**config.mk**
```make
export PLATFORM = sky130hd
export DESIGN_NAME = fpu_normalize
export DESIGN_NICKNAME = d
export VERILOG_FILES = /design/src/rtl/fpu_normalize.sv
export SDC_FILE = /design/constraint.sdc
export NUM_CORES = 1
export LEC_CHECK = 0
export ABC_AREA = 1
export BUFFER_PORTS_ARGS = -buffer_cell sky130_fd_sc_hd__buf_4
export CAP_MARGIN = 20
export CORE_UTILIZATION = 45
export CTS_CLUSTER_SIZE = 12
export DETAILED_ROUTE_END_ITERATION = 10
export GPL_TIMING_DRIVEN = 1
export SYNTH_ARGS = -nofsm -noshare
export SYNTH_HDL_FRONTEND = slang
export SYNTH_SLANG_ARGS = --single-unit
```
**constraint.sdc**
```tcl
create_clock -name clk -period 11.7 [get_ports clk]
set_input_delay 1.17 -clock clk [delete_from_list [all_inputs] [get_ports clk]]
set_output_delay 1.17 -clock clk [all_outputs]
set_load 0.01 [all_outputs]
```
**src/rtl/fpu_normalize.sv**
```systemverilog
// Normalise, round-to-nearest-even and pack an unpacked 64-bit mantissa into HALF/SINGLE/DOUBLE.
// Latency: accept edge to out_valid is N_shift+2 cycles (2 cycles for zero or reserved-type operands).
// Backpressure: one operand in flight; in_ready only in IDLE, result held in DONE until out_ready.
module fpu_normalize #(
   parameter int SHIFT_STEP = 8,
   parameter int EXP_W      = 16
) (
   input  logic             clk,
   input  logic             rst_n,
   input  logic             in_valid,
   output logic             in_ready,
   input  logic [1:0]       in_type,
   input  logic             in_sign,
   input  logic [EXP_W-1:0] in_exp,
   input  logic [63:0]      in_mant,
   output logic             out_valid,
   input  logic             out_ready,
   output logic [63:0]      out_value,
   output logic             out_ovf,
   output logic             out_unf,
   output logic             out_inx,
   output logic             out_err
);

   // Two guard bits keep the exponent from wrapping during shifts and the round carry.
   localparam int XW = EXP_W + 2;

   typedef enum logic [1:0] {IDLE, SHIFT, ROUND, DONE} state_t;

   state_t                state_q, state_d;
   logic [1:0]            type_q, type_d;
   logic                  sign_q, sign_d;
   logic signed [XW-1:0]  exp_q, exp_d;
   logic [63:0]           mant_q, mant_d;
   logic [63:0]           val_q, val_d;
   logic                  ovf_q, ovf_d;
   logic                  unf_q, unf_d;
   logic                  inx_q, inx_d;
   logic                  err_q, err_d;

   logic [4:0]            lz;
   logic                  lz_found;

   logic [51:0]           frac_w;
   logic                  guard_w, sticky_w, up_w, carry_w;
   logic [52:0]           frac_rnd;
   logic signed [XW-1:0]  bias_w, emax_w, biased_w;
   logic [10:0]           ef;
   logic [51:0]           ff;
   logic [63:0]           res_val;
   logic                  res_ovf, res_unf, res_inx, res_err;

   // Leading-zero count of the top SHIFT_STEP mantissa bits (SHIFT_STEP when all are zero).
   always_comb begin
      lz       = '0;
      lz_found = 1'b0;
      for (int i = 0; i < SHIFT_STEP; i++) begin
         if (!lz_found) begin
            if (mant_q[63-i]) lz_found = 1'b1;
            else              lz = lz + 5'd1;
         end
      end
   end

   // Round the normalised mantissa to nearest-even and build the packed result and flags.
   always_comb begin
      frac_w   = '0;
      guard_w  = 1'b0;
      sticky_w = 1'b0;
      bias_w   = XW'(1023);
      emax_w   = XW'(2047);
      case (type_q)
         2'b00: begin
            frac_w   = {42'b0, mant_q[62:53]};
            guard_w  = mant_q[52];
            sticky_w = |mant_q[51:0];
            bias_w   = XW'(15);
            emax_w   = XW'(31);
         end
         2'b01: begin
            frac_w   = {29'b0, mant_q[62:40]};
            guard_w  = mant_q[39];
            sticky_w = |mant_q[38:0];
            bias_w   = XW'(127);
            emax_w   = XW'(255);
         end
         default: begin
            frac_w   = mant_q[62:11];
            guard_w  = mant_q[10];
            sticky_w = |mant_q[9:0];
         end
      endcase

      up_w     = guard_w & (sticky_w | frac_w[0]);
      frac_rnd = {1'b0, frac_w} + {52'b0, up_w};
      // A carry out of the fraction means the significand rolled over to 2.0.
      case (type_q)
         2'b00:   carry_w = frac_rnd[10];
         2'b01:   carry_w = frac_rnd[23];
         default: carry_w = frac_rnd[52];
      endcase
      biased_w = exp_q + bias_w + $signed({{(XW-1){1'b0}}, carry_w});

      res_ovf = 1'b0;
      res_unf = 1'b0;
      res_inx = 1'b0;
      res_err = 1'b0;
      ef      = '0;
      ff      = '0;
      if (type_q == 2'b11) begin
         res_err = 1'b1;
      end else if (mant_q == '0) begin
         ef = '0;
      end else if (biased_w >= emax_w) begin
         ef      = emax_w[10:0];
         res_ovf = 1'b1;
         res_inx = 1'b1;
      end else if (biased_w[XW-1] || (biased_w == '0)) begin
         res_unf = 1'b1;
         res_inx = 1'b1;
      end else begin
         ef      = biased_w[10:0];
         ff      = frac_rnd[51:0];
         res_inx = guard_w | sticky_w;
      end

      case (type_q)
         2'b00:   res_val = {48'b0, sign_q, ef[4:0], ff[9:0]};
         2'b01:   res_val = {32'b0, sign_q, ef[7:0], ff[22:0]};
         default: res_val = {sign_q, ef, ff};
      endcase
      if (res_err) res_val = '0;
   end

   // Next-state and datapath update for the IDLE/SHIFT/ROUND/DONE sequence.
   always_comb begin
      state_d = state_q;
      type_d  = type_q;
      sign_d  = sign_q;
      exp_d   = exp_q;
      mant_d  = mant_q;
      val_d   = val_q;
      ovf_d   = ovf_q;
      unf_d   = unf_q;
      inx_d   = inx_q;
      err_d   = err_q;
      case (state_q)
         IDLE: begin
            if (in_valid) begin
               type_d  = in_type;
               sign_d  = in_sign;
               exp_d   = {{2{in_exp[EXP_W-1]}}, in_exp};
               mant_d  = in_mant;
               state_d = ((in_mant == '0) || (in_type == 2'b11)) ? ROUND : SHIFT;
            end
         end
         SHIFT: begin
            mant_d = mant_q << lz;
            exp_d  = exp_q - $signed({{(XW-5){1'b0}}, lz});
            if (lz != 5'(SHIFT_STEP)) state_d = ROUND;
         end
         ROUND: begin
            val_d   = res_val;
            ovf_d   = res_ovf;
            unf_d   = res_unf;
            inx_d   = res_inx;
            err_d   = res_err;
            state_d = DONE;
         end
         default: begin
            if (out_ready) state_d = IDLE;
         end
      endcase
   end

   // State, operand and result registers.
   always_ff @(posedge clk or negedge rst_n) begin
      if (!rst_n) begin
         state_q <= IDLE;
         type_q  <= '0;
         sign_q  <= 1'b0;
         exp_q   <= '0;
         mant_q  <= '0;
         val_q   <= '0;
         ovf_q   <= 1'b0;
         unf_q   <= 1'b0;
         inx_q   <= 1'b0;
         err_q   <= 1'b0;
      end else begin
         state_q <= state_d;
         type_q  <= type_d;
         sign_q  <= sign_d;
         exp_q   <= exp_d;
         mant_q  <= mant_d;
         val_q   <= val_d;
         ovf_q   <= ovf_d;
         unf_q   <= unf_d;
         inx_q   <= inx_d;
         err_q   <= err_d;
      end
   end

   assign in_ready  = (state_q == IDLE);
   assign out_valid = (state_q == DONE);
   assign out_value = val_q;
   assign out_ovf   = ovf_q;
   assign out_unf   = unf_q;
   assign out_inx   = inx_q;
   assign out_err   = err_q;

endmodule

```
==> results_dict.tcl, run 1 <==
set metrics [dict create \
    syn_area_um2 15000 \
    root_buffer "clkbuf_16" \
    crit_type "flip-flop to flip-flop" \
    worst_pin_slew_ps 951 \
    drt_iter0_drc 1940 \
    clk_latency_ps 470 \
    p_switching_mw 3.82 \
    n_antenna_cell 0 \
    slew_headroom_pct 36.6 \
    vias_per_cell 5.77 \
    hold_class "flip-flop to flip-flop" \
    synth.largest_area_cell "dfrtp_1" \
    required_ps 12080 \
    synth-edff-count 0 \
    reg2regPathDepth 41 \
    cts_buffers 17 \
    grt_usage_pct 37.3 \
    finalSetupTns_ps 0 \
    pwr-share-seq_pct 16.6 \
    rsz0062_at_grt "no" \
    grt_max_degree 113 \
    synthCells 2543 \
    ys_ff_latch 155 \
    place_congestion 1.05 \
    syn_to_final_growth_pct 12.1 \
    ys_seq_area_share_pct 25.9 \
    leakagePower_nw 8.65 \
    skew_ps 16.5 \
    yosysWarnings 0 \
    firstDrtPassIters 6 \
    cts_hold_buf 0 \
    dp_hpwl_um 48400 \
    die_w_um 185 \
    synth_nets 2662 \
    row_count 66 \
    nFillCells 3522 \
    synth.distinct_cells 53 \
    finalHoldViolCount 0 \
    slowest_delay_ps 690 \
    grt_pass1_vias 16460 \
    coreArea_um2 32700 \
    overflow 0 \
    vdd_ir_drop_max_uv 281 \
    cts.sinks 155 \
    drive_gt1_share_pct 10.1 \
    maxSlewViolCount 0 \
    antenna_found_initial 0 \
    ant_nets 0 \
    wl_per_cell_um 20.4 \
    synth.area.top_cells "dfrtp_1, nand2_1, nand3_1, inv_1, o21ai_0" \
    clock.fmax_mhz 133 \
    status "finished clean" \
    setup_viol 0 \
    max_cap_violations 0 \
    cts_tree "done" \
    power_switching_share_pct 61.3 \
    p_comb_share_pct 74.3 \
    pwr-share-clk_pct 9.2 \
    clk_pin_slew_worst_paths_ps 80 \
    start_util_pct 45.9 \
    post-cts-setup-buffer-count 0 \
    synth.top_cell.area_share_pct 25.9 \
    end_kind "flip-flop" \
    ys_async_sr_fraction_pct 100 \
    startpoint_type "flip-flop" \
    htreeDepth 4 \
    num_io_pins 157 \
    finalWirelength_um 62700 \
    synthFlopType "dfrtp_1" \
    syn_avg_cell_area_um2 5.90 \
    port_buffers 156 \
    num_vias 17691 \
    dieArea_um2 34100 \
    cp_max_fo 41 \
    power_mw 6.23 \
    grt_pass1_wl_um 95700 \
    finalCriticalPeriod_ps 7540 \
    p_per_area_nw_per_um2 370 \
    fin_crit_sh_pct 64.4 \
    intPower_mw 2.41 \
    worstPathArrival_ps 7920 \
    clockBufferDepth 2 \
    die_y_um 185 \
    cp_slowest_cell "nand2_1" \
    drc 0 \
    nets 2729 \
    holdPathStages 2 \
    cts-resized-gates 0 \
    crit_path_frequent_cell "nand2_1" \
]
[synthesized netlist by cell type (all sizes together), types with 4 or more instances]
| master | count |
|---|---|
| buf | 74 |
| or2 | 4 |
| o22ai | 21 |
| o211ai | 8 |
| a21oi | 104 |
| inv | 279 |
| nand3 | 289 |
| xor2 | 29 |
| nor3 | 31 |
| nor4 | 34 |
| o31ai | 5 |
| o21ai | 187 |
| clkbuf | 51 |
| nand4 | 53 |
| a22oi | 21 |
| dfrtp | 155 |
| ha | 31 |
| nand2 | 944 |
| nor2 | 181 |
| xnor2 | 15 |
[routing by layer]
| layer | routed length (um) | vias to the layer above | GRT usage, % |
|---|---|---|---|
| met5 | 0 | - | 0 |
| met2 | 28300 | 894 | 59.8 |
| met3 | 4930 | 190 | 5.33 |
| met1 | 25400 | 8220 | 47.1 |
| li1 | - | 8387 | - |
| met4 | 4030 | 0 | 23.8 |
[flip-flops by register name, summed over array words and instances (netlist names), 2 cells and up]
register   cells
exp_q         18
mant_q        64
out_value     64
state_q        2
type_q         2
[cell families after synthesis]
group	Yosys count	synth area share [%]
AND/OR/NAND/NOR	1549	44.6
buffers and inverters	407	11.3
AO/OA/AOI/OAI	356	13.0
flip-flops	155	25.9
XOR/XNOR	44	2.57
adder cells (fa/ha/maj)	32	2.72
[power groups by stage]
| stage | combinational [mW] | sequential [mW] | clock (mW) |
|---|---|---|---|
| final | 4.63 | 1.03 | 0.571 |
| after global routing | 5.14 | 1.05 | 0.597 |
| after CTS | 4.53 | 1.02 | 0.577 |
| after detailed placement | 4.50 | 1.03 | 0 |
| after global placement | 4.50 | 1.03 | 0 |
| after floorplan | 3.22 | 0.952 | 0 |
[final cells by class]
| cell class | instances | area (um2) | area share [%] |
|---|---|---|---|
| clock inverter | 15 | 149 | 0.885 |
| multi-input combinational | 1981 | 9440 | 56.1 |
| inverter | 282 | 1060 | 6.31 |
| timing repair buffer | 173 | 1320 | 7.82 |
| sequential | 155 | 3880 | 23.1 |
| tap | 442 | 553 | 3.29 |
| clock buffer | 17 | 425 | 2.53 |
[path summary, 6_finish.rpt]
| kind | start | to | slack (ps) |
|---|---|---|---|
| setup / recovery | type_q[1] | out_value[20] | 4160 |
| min in group asynchronous | rst_n | exp_q[11] | 750 |
| hold reg to reg | out_value[45] | out_value[45] | 480 |
| max in group asynchronous | rst_n | out_value[39] | 9480 |
| hold / removal | out_value[45] | out_value[45] | 480 |
| setup reg to reg | type_q[1] | out_value[20] | 4160 |
[stage by stage]
step	area [um2]	hold WS [ps]	std cells	util [%]	worst slack [ps]
floorplan	15000	515	2543	-	5670
global placement	16200	466	3033	49.7	4530
detailed placement	16200	468	3033	49.7	4280
CTS	16800	486	3065	51.4	4310
global route	16800	502	3065	51.4	3230
finish	16800	480	3065	51.4	4160
[critical path: cells and delay by family, from the launching register on]
family                   cells  cell delay (ps)
flip-flops                   1              320
AND/OR/NAND/NOR             31             4630
buffers and inverters        4             1100
AO/OA/AOI/OAI                3              620
adder cells (fa/ha/maj)      3              730
[cells in the final DEF, fill, tap and decap left out, types with 4 or more instances in the layout]
master / n
nand2_1: 929
nand3_1: 282
inv_1: 264
nor2_1: 171
buf_4: 171
dfrtp_1: 155
o21ai_0: 141
a21oi_1: 102
nand4_1: 53
o21ai_1: 45
nor4_1: 34
ha_1: 31
xor2_1: 29
nor3_1: 28
a22oi_1: 21
o22ai_1: 19
clkbuf_16: 17
inv_2: 15
xnor2_1: 15
nand2_2: 12
o211ai_1: 8
nor2_4: 5
o31ai_1: 5
inv_6: 5
nand3_4: 4
nor2_2: 4
inv_8: 4
No activity file was read; power rests on OpenSTA's default activity.
==> run 2, diff against run 1 <==
==> constraint.sdc (replaced) <==
create_clock -name clk -period 7 [get_ports clk]
set_input_delay 0.7 -clock clk [delete_from_list [all_inputs] [get_ports clk]]
set_output_delay 0.7 -clock clk [all_outputs]
set_load 0.01 [all_outputs]
==> results_dict.tcl, run 2 (synthesis results as in run 1) <==
set metrics [dict create \
    max_cap_violations 0 \
    clockBufferDepth 2 \
    crit_path_frequent_cell "nand2_1" \
    required_ps 7370 \
    htreeDepth 4 \
    num_io_pins 157 \
    cts_tree "done" \
    firstDrtPassIters 9 \
    p_per_area_nw_per_um2 615 \
    row_count 66 \
    finalCriticalPeriod_ps 6370 \
    drive_gt1_share_pct 11.1 \
    start_util_pct 45.9 \
    n_antenna_cell 0 \
    layout_common_cells "nand2_1, nand3_1, inv_1" \
    slew_headroom_pct 25.4 \
    worstPathArrival_ps 6740 \
    vdd_ir_drop_max_uv 396 \
    whs_ps 307 \
    slowest_delay_ps 460 \
    grt_pass1_vias 16479 \
    setup_viol 0 \
    overflow 0 \
    grt_max_degree 94 \
    clk_pin_slew_worst_paths_ps 70 \
    cts.sinks 155 \
    cp_max_fo 10 \
    crit_buf_inv 9 \
    design_area_um2 17000 \
    startpoint_type "flip-flop" \
    nets 2751 \
    root_buffer "clkbuf_16" \
    leakagePower_nw 8.73 \
    fin_crit_sh_pct 90.9 \
    end_kind "flip-flop" \
    dp_hpwl_um 48700 \
    vias_per_cell 5.73 \
    antenna_found_initial 0 \
    cp_slowest_cell "dfrtp_2" \
    cts_buffers 17 \
    final_common_cell "nand2_1" \
    placed_area_um2 16400 \
    r2r_start "mant_q[62]" \
    dieArea_um2 34100 \
    die_w_um 185 \
    grt_pass1_wl_um 95600 \
    worst_pin_slew_ps 1110 \
    finalHoldViolCount 0 \
    clk_latency_ps 460 \
    wl_per_cell_um 20.4 \
    place_congestion 1.09 \
    grt_usage_pct 37.4 \
    skew_ps 10.8 \
    maxSlewViolCount 0 \
    hold_class "primary input to async pin" \
    ant_nets 0 \
    finalWirelength_um 62900 \
    status "finished clean" \
    num_vias 17686 \
    critPathTopFamily "simple AND/OR/NAND/NOR gates" \
    nFillCells 3556 \
    syn_to_final_growth_pct 13.1 \
    coreArea_um2 32700 \
    die_y_um 185 \
    drt_iter0_drc 1743 \
    port_buffers 156 \
    drc 0 \
    worstSetupStartpoint "mant_q[62]" \
    crit_type "flip-flop to flip-flop" \
    clock.fmax_mhz 157 \
]
## run 2: cell count changes in the layout (fill, tap and decap cells not counted), sizes merged
| cell | before | now |
|---|---|---|
| clkinv | 5 | 4 |
| clkinvlp | 2 | 4 |
| clkbuf | 17 | 18 |
| bufinv | 1 | 0 |
| inv | 289 | 288 |
| buf | 173 | 195 |
## run 2: layout make-up
class / count / area, um2 / area share [%]
tap: 442 / 553 / 3.26
sequential: 155 / 3880 / 22.9
clock inverter: 14 / 110 / 0.649
multi-input combinational: 1981 / 9460 / 55.8
inverter: 282 / 1060 / 6.27
timing repair buffer: 195 / 1470 / 8.65
clock buffer: 18 / 429 / 2.53
## run 2: metal layers
| layer | GRT usage, % | routed length, um | part of all wire, % |
|---|---|---|---|
| met1 | 47.0 | 25600 | 41 |
| met2 | 61.0 | 28900 | 46 |
| met3 | 5.18 | 4590 | 7.3 |
| met4 | 22.1 | 3870 | 6.1 |
| met5 | 0 | 0 | 0 |
## run 2: worst paths after layout
path                       cells past startpoint  slack (ps)             to
max in group asynchronous                      2        5230  out_value[61]
min reg2reg                                    2         480  out_value[41]
max                                           47         630      exp_q[17]
min in group clk                               3         460         sign_q
max reg2reg                                   47         630      exp_q[17]
min                                            1         310      exp_q[14]
## run 2: stage by stage
step           power (mW)  TNS, ps  worst slack, ps  utilization, %  instances
6_report             10.4        0              634            51.9       3087
5_1_grt              11.3    -15.8            -15.8            51.9       3087
4_1_cts              10.2        0              262            51.8       3086
3_5_place_dp         9.30        0              312            50.1       3054
3_3_place_gp         9.28        0              400            50.1       3054
2_1_floorplan        6.97        0              970               -       2543
## run 2: repair_timing
action                                  in CTS  in global routing
endpoints found under the setup margin       0                 13
buffers inserted                             0                  1
hold buffers                                 0                  0
gates resized for setup                      0                  9
## run 2: power breakdown
| part | switching (mW) | leakage [nW] | total, mW | internal (mW) |
|---|---|---|---|---|
| sequential | 0.401 | 1.91 | 1.67 | 1.27 |
| clock | 0.451 | 0.255 | 0.912 | 0.461 |
| combinational | 5.51 | 6.56 | 7.85 | 2.33 |
| total | 6.37 | 8.73 | 10.4 | 4.07 |
